File: src/rtl/nibb_hex_tx_if.sv
// Byte-wide valid/ready channel from the hex formatter to the UART transmitter.
//   tx_data  : ASCII character (master -> slave)
//   tx_valid : tx_data is valid (master -> slave)
//   tx_ready : transmitter can take a byte (slave -> master)
// A byte transfers on any cycle where tx_valid && tx_ready.
interface nibb_hex_tx_if;
  logic [7:0] tx_data;
  logic       tx_valid;
  logic       tx_ready;

  modport master (
    output tx_data,
    output tx_valid,
    input  tx_ready
  );

  modport slave (
    input  tx_data,
    input  tx_valid,
    output tx_ready
  );
endinterface

File: src/rtl/nibb_hex_tx.sv
// Formats a captured word as uppercase ASCII hex, most-significant nibble first,
// optionally followed by CR/LF, and streams it over a valid/ready byte channel.
//   clk     : system clock, rising edge
//   rst     : synchronous active-high reset
//   start   : request to send data_in; honoured only when idle
//   data_in : word to format, sampled on the accepted start cycle
//   busy    : high whenever a frame is in progress (including the done cycle)
//   done    : one-cycle pulse after the final character has transferred
//   tx      : byte channel to the UART transmitter (master side)
module nibb_hex_tx #(
  parameter int unsigned NIBBLES     = 4,
  parameter int unsigned APPEND_CRLF = 1
) (
  input  logic                   clk,
  input  logic                   rst,
  input  logic                   start,
  input  logic [4*NIBBLES-1:0]   data_in,
  output logic                   busy,
  output logic                   done,
  nibb_hex_tx_if.master          tx
);

  localparam int unsigned Width   = 4 * NIBBLES;
  // Three bits cover the largest legal nibble index (7).
  localparam logic [2:0]  CntInit = 3'(NIBBLES - 1);

  typedef enum logic [2:0] {
    StIdle,
    StHex,
    StCr,
    StLf,
    StDone
  } state_e;

  state_e             state_q, state_d;
  logic [Width-1:0]   shift_q, shift_d;
  logic [2:0]         cnt_q, cnt_d;

  function automatic logic [7:0] to_ascii(input logic [3:0] nib);
    if (nib < 4'hA) begin
      to_ascii = 8'h30 + {4'h0, nib};
    end else begin
      to_ascii = 8'h37 + {4'h0, nib};
    end
  endfunction

  always_ff @(posedge clk) begin
    if (rst) begin
      state_q <= StIdle;
      shift_q <= '0;
      cnt_q   <= '0;
    end else begin
      state_q <= state_d;
      shift_q <= shift_d;
      cnt_q   <= cnt_d;
    end
  end

  // tx_valid is constant within HEX/CR/LF, so a transfer is just tx_ready there.
  always_comb begin
    state_d = state_q;
    shift_d = shift_q;
    cnt_d   = cnt_q;
    unique case (state_q)
      StIdle: begin
        if (start) begin
          state_d = StHex;
          shift_d = data_in;
          cnt_d   = CntInit;
        end
      end
      StHex: begin
        if (tx.tx_ready) begin
          if (cnt_q != 3'd0) begin
            shift_d = shift_q << 4;
            cnt_d   = cnt_q - 3'd1;
          end else if (APPEND_CRLF != 0) begin
            state_d = StCr;
          end else begin
            state_d = StDone;
          end
        end
      end
      StCr: begin
        if (tx.tx_ready) state_d = StLf;
      end
      StLf: begin
        if (tx.tx_ready) state_d = StDone;
      end
      StDone: begin
        state_d = StIdle;
      end
      default: begin
        state_d = StIdle;
      end
    endcase
  end

  // Outputs decode registered state only; no path from tx_ready.
  always_comb begin
    tx.tx_valid = 1'b0;
    tx.tx_data  = 8'h00;
    busy        = (state_q != StIdle);
    done        = 1'b0;
    unique case (state_q)
      StIdle: begin
      end
      StHex: begin
        tx.tx_valid = 1'b1;
        tx.tx_data  = to_ascii(shift_q[Width-1 -: 4]);
      end
      StCr: begin
        tx.tx_valid = 1'b1;
        tx.tx_data  = 8'h0D;
      end
      StLf: begin
        tx.tx_valid = 1'b1;
        tx.tx_data  = 8'h0A;
      end
      StDone: begin
        done = 1'b1;
      end
      default: begin
      end
    endcase
  end

endmodule

File: src/flat_wrapper.sv
// flat-port wrapper written by rule: the top's interface ports become plain ports
module nibb_hex_tx_flat 
#(
  parameter int unsigned NIBBLES     = 4,
  parameter int unsigned APPEND_CRLF = 1
)
  (clk, rst, start, data_in, busy, done, tx_tx_data, tx_tx_valid, tx_tx_ready);
  nibb_hex_tx_if tx_i ();
  input  logic clk;
  input  logic rst;
  input  logic start;
  input  logic [4*NIBBLES-1:0] data_in;
  output logic busy;
  output logic done;
  output wire logic [$bits(tx_i.tx_data)-1:0] tx_tx_data;
  output wire logic [$bits(tx_i.tx_valid)-1:0] tx_tx_valid;
  input wire logic [$bits(tx_i.tx_ready)-1:0] tx_tx_ready;
  assign tx_tx_data = tx_i.tx_data;
  assign tx_tx_valid = tx_i.tx_valid;
  assign tx_i.tx_ready = tx_tx_ready;
  nibb_hex_tx #(.NIBBLES(NIBBLES), .APPEND_CRLF(APPEND_CRLF)) u_core (.clk(clk), .rst(rst), .start(start), .data_in(data_in), .busy(busy), .done(done), .tx(tx_i));
endmodule
File: config.mk
export PLATFORM = sky130hd
export DESIGN_NAME = nibb_hex_tx_flat
export DESIGN_NICKNAME = d
export VERILOG_FILES = /design/src/rtl/nibb_hex_tx_if.sv /design/src/rtl/nibb_hex_tx.sv /design/src/flat_wrapper.sv
export SDC_FILE = /design/constraint.sdc
export NUM_CORES = 1
export LEC_CHECK = 0
export ABC_CLOCK_PERIOD_IN_PS = 1820
export CAP_MARGIN = 20
export CELL_PAD_IN_SITES_DETAIL_PLACEMENT = 0
export CELL_PAD_IN_SITES_GLOBAL_PLACEMENT = 1
export CORE_ASPECT_RATIO = 0.7
export CORE_UTILIZATION = 34
export CTS_CLUSTER_DIAMETER = 100
export DETAILED_ROUTE_END_ITERATION = 10
export GPL_ROUTABILITY_DRIVEN = 0
export GPL_TIMING_DRIVEN = 0
export PLACE_DENSITY = 0.74
export SYNTH_ARGS = -nofsm -noshare
export SYNTH_HDL_FRONTEND = slang
export SYNTH_SLANG_ARGS = --single-unit
File: constraint.sdc
create_clock -name clk -period 1.82 [get_ports clk]
set_input_delay 0.364 -clock clk [delete_from_list [all_inputs] [get_ports clk]]
set_output_delay 0.364 -clock clk [all_outputs]
set_load 0.05 [all_outputs]
==> results of run 1 <==
## how the worst max path moves through the flow
stage | startpoint | to | slack (ps) | cells past startpoint
after detailed placement | u_core.shift_q[13] | tx_tx_data[2] | -680 | 6
after global placement | u_core.shift_q[13] | tx_tx_data[2] | -640 | 6
after floorplan | u_core.shift_q[13] | tx_tx_data[2] | -140 | 5
final | u_core.shift_q[13] | tx_tx_data[2] | -130 | 6
after global routing | u_core.shift_q[13] | tx_tx_data[2] | -180 | 6
after CTS | u_core.shift_q[13] | tx_tx_data[2] | -130 | 6
## timing repair
item / in CTS / in global routing
gates cloned: 0 / 2
pin swaps: 6 / 3
hold buffers: 0 / 0
endpoints found under the setup margin: 20 / 20
setup buffers: 6 / 3
gates resized for setup: 83 / 16
## logic make-up after synthesis
kind of cell / count (synthesis)
buffers and inverters: 23
other: 1
adder cells (fa/ha/maj): 3
multiplexers: 14
XOR/XNOR: 1
flip-flops: 22
AO/OA/AOI/OAI: 47
AND/OR/NAND/NOR: 26
## layout make-up
| type | instances | area share (%) |
|---|---|---|
| multi-input cells | 92 | 45.5 |
| flip-flops and latches | 22 | 22.4 |
| well taps | 50 | 3.15 |
| plain buffers | 15 | 6.87 |
| repair buffers | 39 | 17.7 |
| inverters | 8 | 1.64 |
| clock buffers | 4 | 2.77 |
## state kept, by name (all words and copies together) (netlist names)
signal and flops:
u_core.cnt_q 3, u_core.state_q 3, u_core.shift_q 16
## synth_stat cells, types with 3 or more instances
cell type / instances
buf_6: 3
mux2i_1: 12
a31o_1: 11
o21ai_0: 3
a2111oi_0: 3
nand2_1: 3
a21oi_1: 6
ha_1: 3
buf_4: 3
dfxtp_1: 22
nor2_1: 5
buf_2: 6
nor2b_1: 3
nand2b_1: 4
a2111oi_2: 7
inv_1: 8
a32o_1: 4
## layout by cell type (no fill, tap or decap), drive strengths merged, types with 2 or more instances in the layout
master         Yosys  final
o21ai              3      3
inv                8      8
nor3               3      3
nand2              3      3
mux2i             12     12
clkdlybuf4s50      0     18
a2111oi           10     10
buf               13     32
mux2               2      2
nor2b              3      3
dfxtp             22     22
a31o              11     11
clkbuf             2      8
a32o               4      4
nor2               5      5
nand2b             4      4
o211a              2      2
a211oi             4      4
a21oi              6      6
ha                 3      3
## stage by stage
step | power, mW | instances | setup slack (ps)
floorplan | 1.00 | 137 | -139
global placement | 1.16 | 215 | -642
detailed placement | 1.17 | 215 | -675
CTS | 1.60 | 225 | -129
global route | 1.76 | 230 | -182
finish | 1.68 | 230 | -131
## layer usage
layer  global-route usage (%)  part of all wire (%)
met4                     3.46                  0.56
met5                        0                     0
met2                     29.8                    44
met1                     23.4                    50
met3                     5.00                   5.2
## critical path: cells and delay by family (launching register included)
family / cells / cell delay (ps)
AOI/OAI and AO/OA: 3 / 590
DFF: 1 / 340
buffers and inverters: 2 / 220
adders and majority gates: 1 / 160
## power breakdown
part / internal [mW] / leakage (nW) / switching [mW] / total [mW]
Combinational: 0.345 / 0.552 / 0.395 / 0.739
Clock: 0.193 / 0.0288 / 0.170 / 0.363
Sequential: 0.537 / 0.182 / 0.0367 / 0.574
==> run summary, run 1 <==
======================================================================================
Run status .............................................................. finished with violations
Violations in the final reports ......................................... setup timing
Library cell with the largest summed area after synthesis ...............      dfxtp_1
Final nets ..............................................................          204
Final WL ................................................................      3.77 mm
Reg-to-reg setup timing slack ...........................................        50 ps
Count of buffers inserted at the top-level ports ........................           28
Slowest stage cell on the critical path .................................      dfxtp_2
Worst relative slew slack ...............................................        56.8%
Capture instance of the worst register-to-register path ................. u_core.shift_q[5]
Remaining antenna violation count .......................................            0
Seq/Total Area, Yosys ...................................................        32.7%
Core area ...............................................................   3650 sq um
Area of all placed cells without fillers ................................   1980 sq um
Starting density of the core ............................................        37.0%
Crit end category ....................................................... primary output
Required time of the worst setup path ...................................      1460 ps
Worst hold margin .......................................................       482 ps
Top area cells in the synthesized netlist ............................... dfxtp_1, mux2i_1, a2111oi_2, a31o_1, a32o_1
Die Span Y ..............................................................      54.7 um
Power density relative to cell area .....................................  845 nW/um^2
Multi-input logic area ..................................................    902 sq um
Worst Hold Path EP ...................................................... u_core.cnt_q[1]
Path category of the worst min-delay check ..............................   reg -> reg
TritonCTS clock tree ....................................................          yes
Max-cap violations ......................................................            0
Number of buffers inserted during clock tree synthesis ..................            3
DRC violation count after routing .......................................            0
Proportion of netlist area held by the largest area contributor .........        32.7%
Count of cells along the worst register-to-register path ................            8
Synthesized-area fraction occupied by and/or/nand/nor cells .............        11.7%
Fraction of synthesized area in multiplexers ............................        10.6%
Maximum clock insertion buffer count ....................................            2
Leakage power figure ....................................................     0.763 nW
Antenna violations before repair ........................................            0
Vias after detailed routing .............................................         1246
Min-Delay Startpoint .................................................... u_core.cnt_q[1]
Ys flop type ............................................................      dfxtp_1
Fraction of the mapped netlist area in compound gates ...................        31.9%
Global-route wire length before repair ..................................      5.75 mm
Synthesized instance count ..............................................          137
Library cells used by synthesis .........................................           42
Worst Setup Slack, final ................................................      -131 ps
Overall die area ........................................................   4230 sq um
Data arrival time at the worst-slack endpoint ...........................      1590 ps
Clock slew at the register clock pins of the worst setup and hold paths .        80 ps
Final cell utilization of the core ......................................        54.4%
Setup_tns ...............................................................      -131 ps
Largest net degree at the start of global routing .......................           13
Slew at the pin closest to its max-slew limit ...........................       649 ps
Level count of the clock H-tree .........................................            1
Number of instances on the worst hold path ..............................            2
Clock Latency Late Sink .................................................       270 ps
Layout Skew .............................................................      1.89 ps
Drt initial violations ..................................................           54
Total routing usage reported by global routing ..........................        17.9%
DR pass1 iterations .....................................................            4
Average wire per cell in the routed design ..............................      16.4 um
Post-route fraction of the period consumed by the critical path .........         107%
Layout overhead on the synthesized area .................................        47.1%
Reg2Reg Launch Point .................................................... u_core.cnt_q[0]
Proportion of synthesized flip-flops having asynchronous set or reset ...           0%
Final HPWL DP ...........................................................      2.52 mm
Synth Register Bits .....................................................           22
Highest net fanout along the worst path .................................            3
Combinational family with the most area after synthesis ................. compound AO/OA/AOI/OAI gates
Vias per std cell .......................................................         5.42
Via count of the first global-routing pass ..............................         1212
Synth Area in XOR/XNOR ..................................................       0.649%
Maximum vdd drop ........................................................     0.455 mV
Max Fclk ................................................................      513 MHz
Post-Synth Adder-Cell Area ..............................................        2.78%
Time the worst path needs with I/O delays and setup .....................      1950 ps
Global route overflow ...................................................            0
Inserted Diodes .........................................................            0
Root Driver .............................................................     clkbuf_8
RSZ-0062 raised after global routing ....................................         true
Final count of pins violating max slew ..................................            0
Number of hold violations in the final report ...........................            0
Number of rows created at floorplan .....................................           18
Setup violation total in the final timing report ........................            1
Layout filler cell count ................................................          343
Sequence of cells on the critical path .................................. inv_2, ha_4, a21bo_2, a211o_1, a21oi_2, buf_6
Synth Cell Area .........................................................   1350 sq um
Highest cell delay on the worst timing path .............................       340 ps
Number of enable flip-flop cells after synthesis ........................            0
Average instance area after synthesis ...................................   9.85 sq um
Sequential Area .........................................................    445 sq um
Share of final-layout standard cells stronger than drive strength 1 .....        41.7%
Count of warnings emitted by yosys ......................................            0
Post-Syn Nets ...........................................................          160
Placed standard-cell area ...............................................   1720 sq um
Horizontal extent of the die ............................................      77.3 um
Sink Count ..............................................................           22
Worst Setup Start Kind ..................................................    flip-flop
WS Path Type ............................................................   reg -> out
I/O pin count ...........................................................           31
======================================================================================
No activity file was read; power rests on OpenSTA's default activity.
==> run 2, diff against run 1 <==
--- a/config.mk
+++ b/config.mk
@@ -5,7 +5,6 @@
 export SDC_FILE = /design/constraint.sdc
 export NUM_CORES = 1
 export LEC_CHECK = 0
-export ABC_CLOCK_PERIOD_IN_PS = 1820
 export CAP_MARGIN = 20
 export CELL_PAD_IN_SITES_DETAIL_PLACEMENT = 0
 export CELL_PAD_IN_SITES_GLOBAL_PLACEMENT = 1
==> results of run 2 <==
The final DEF is identical to that of run 1; final timing and power are the same.
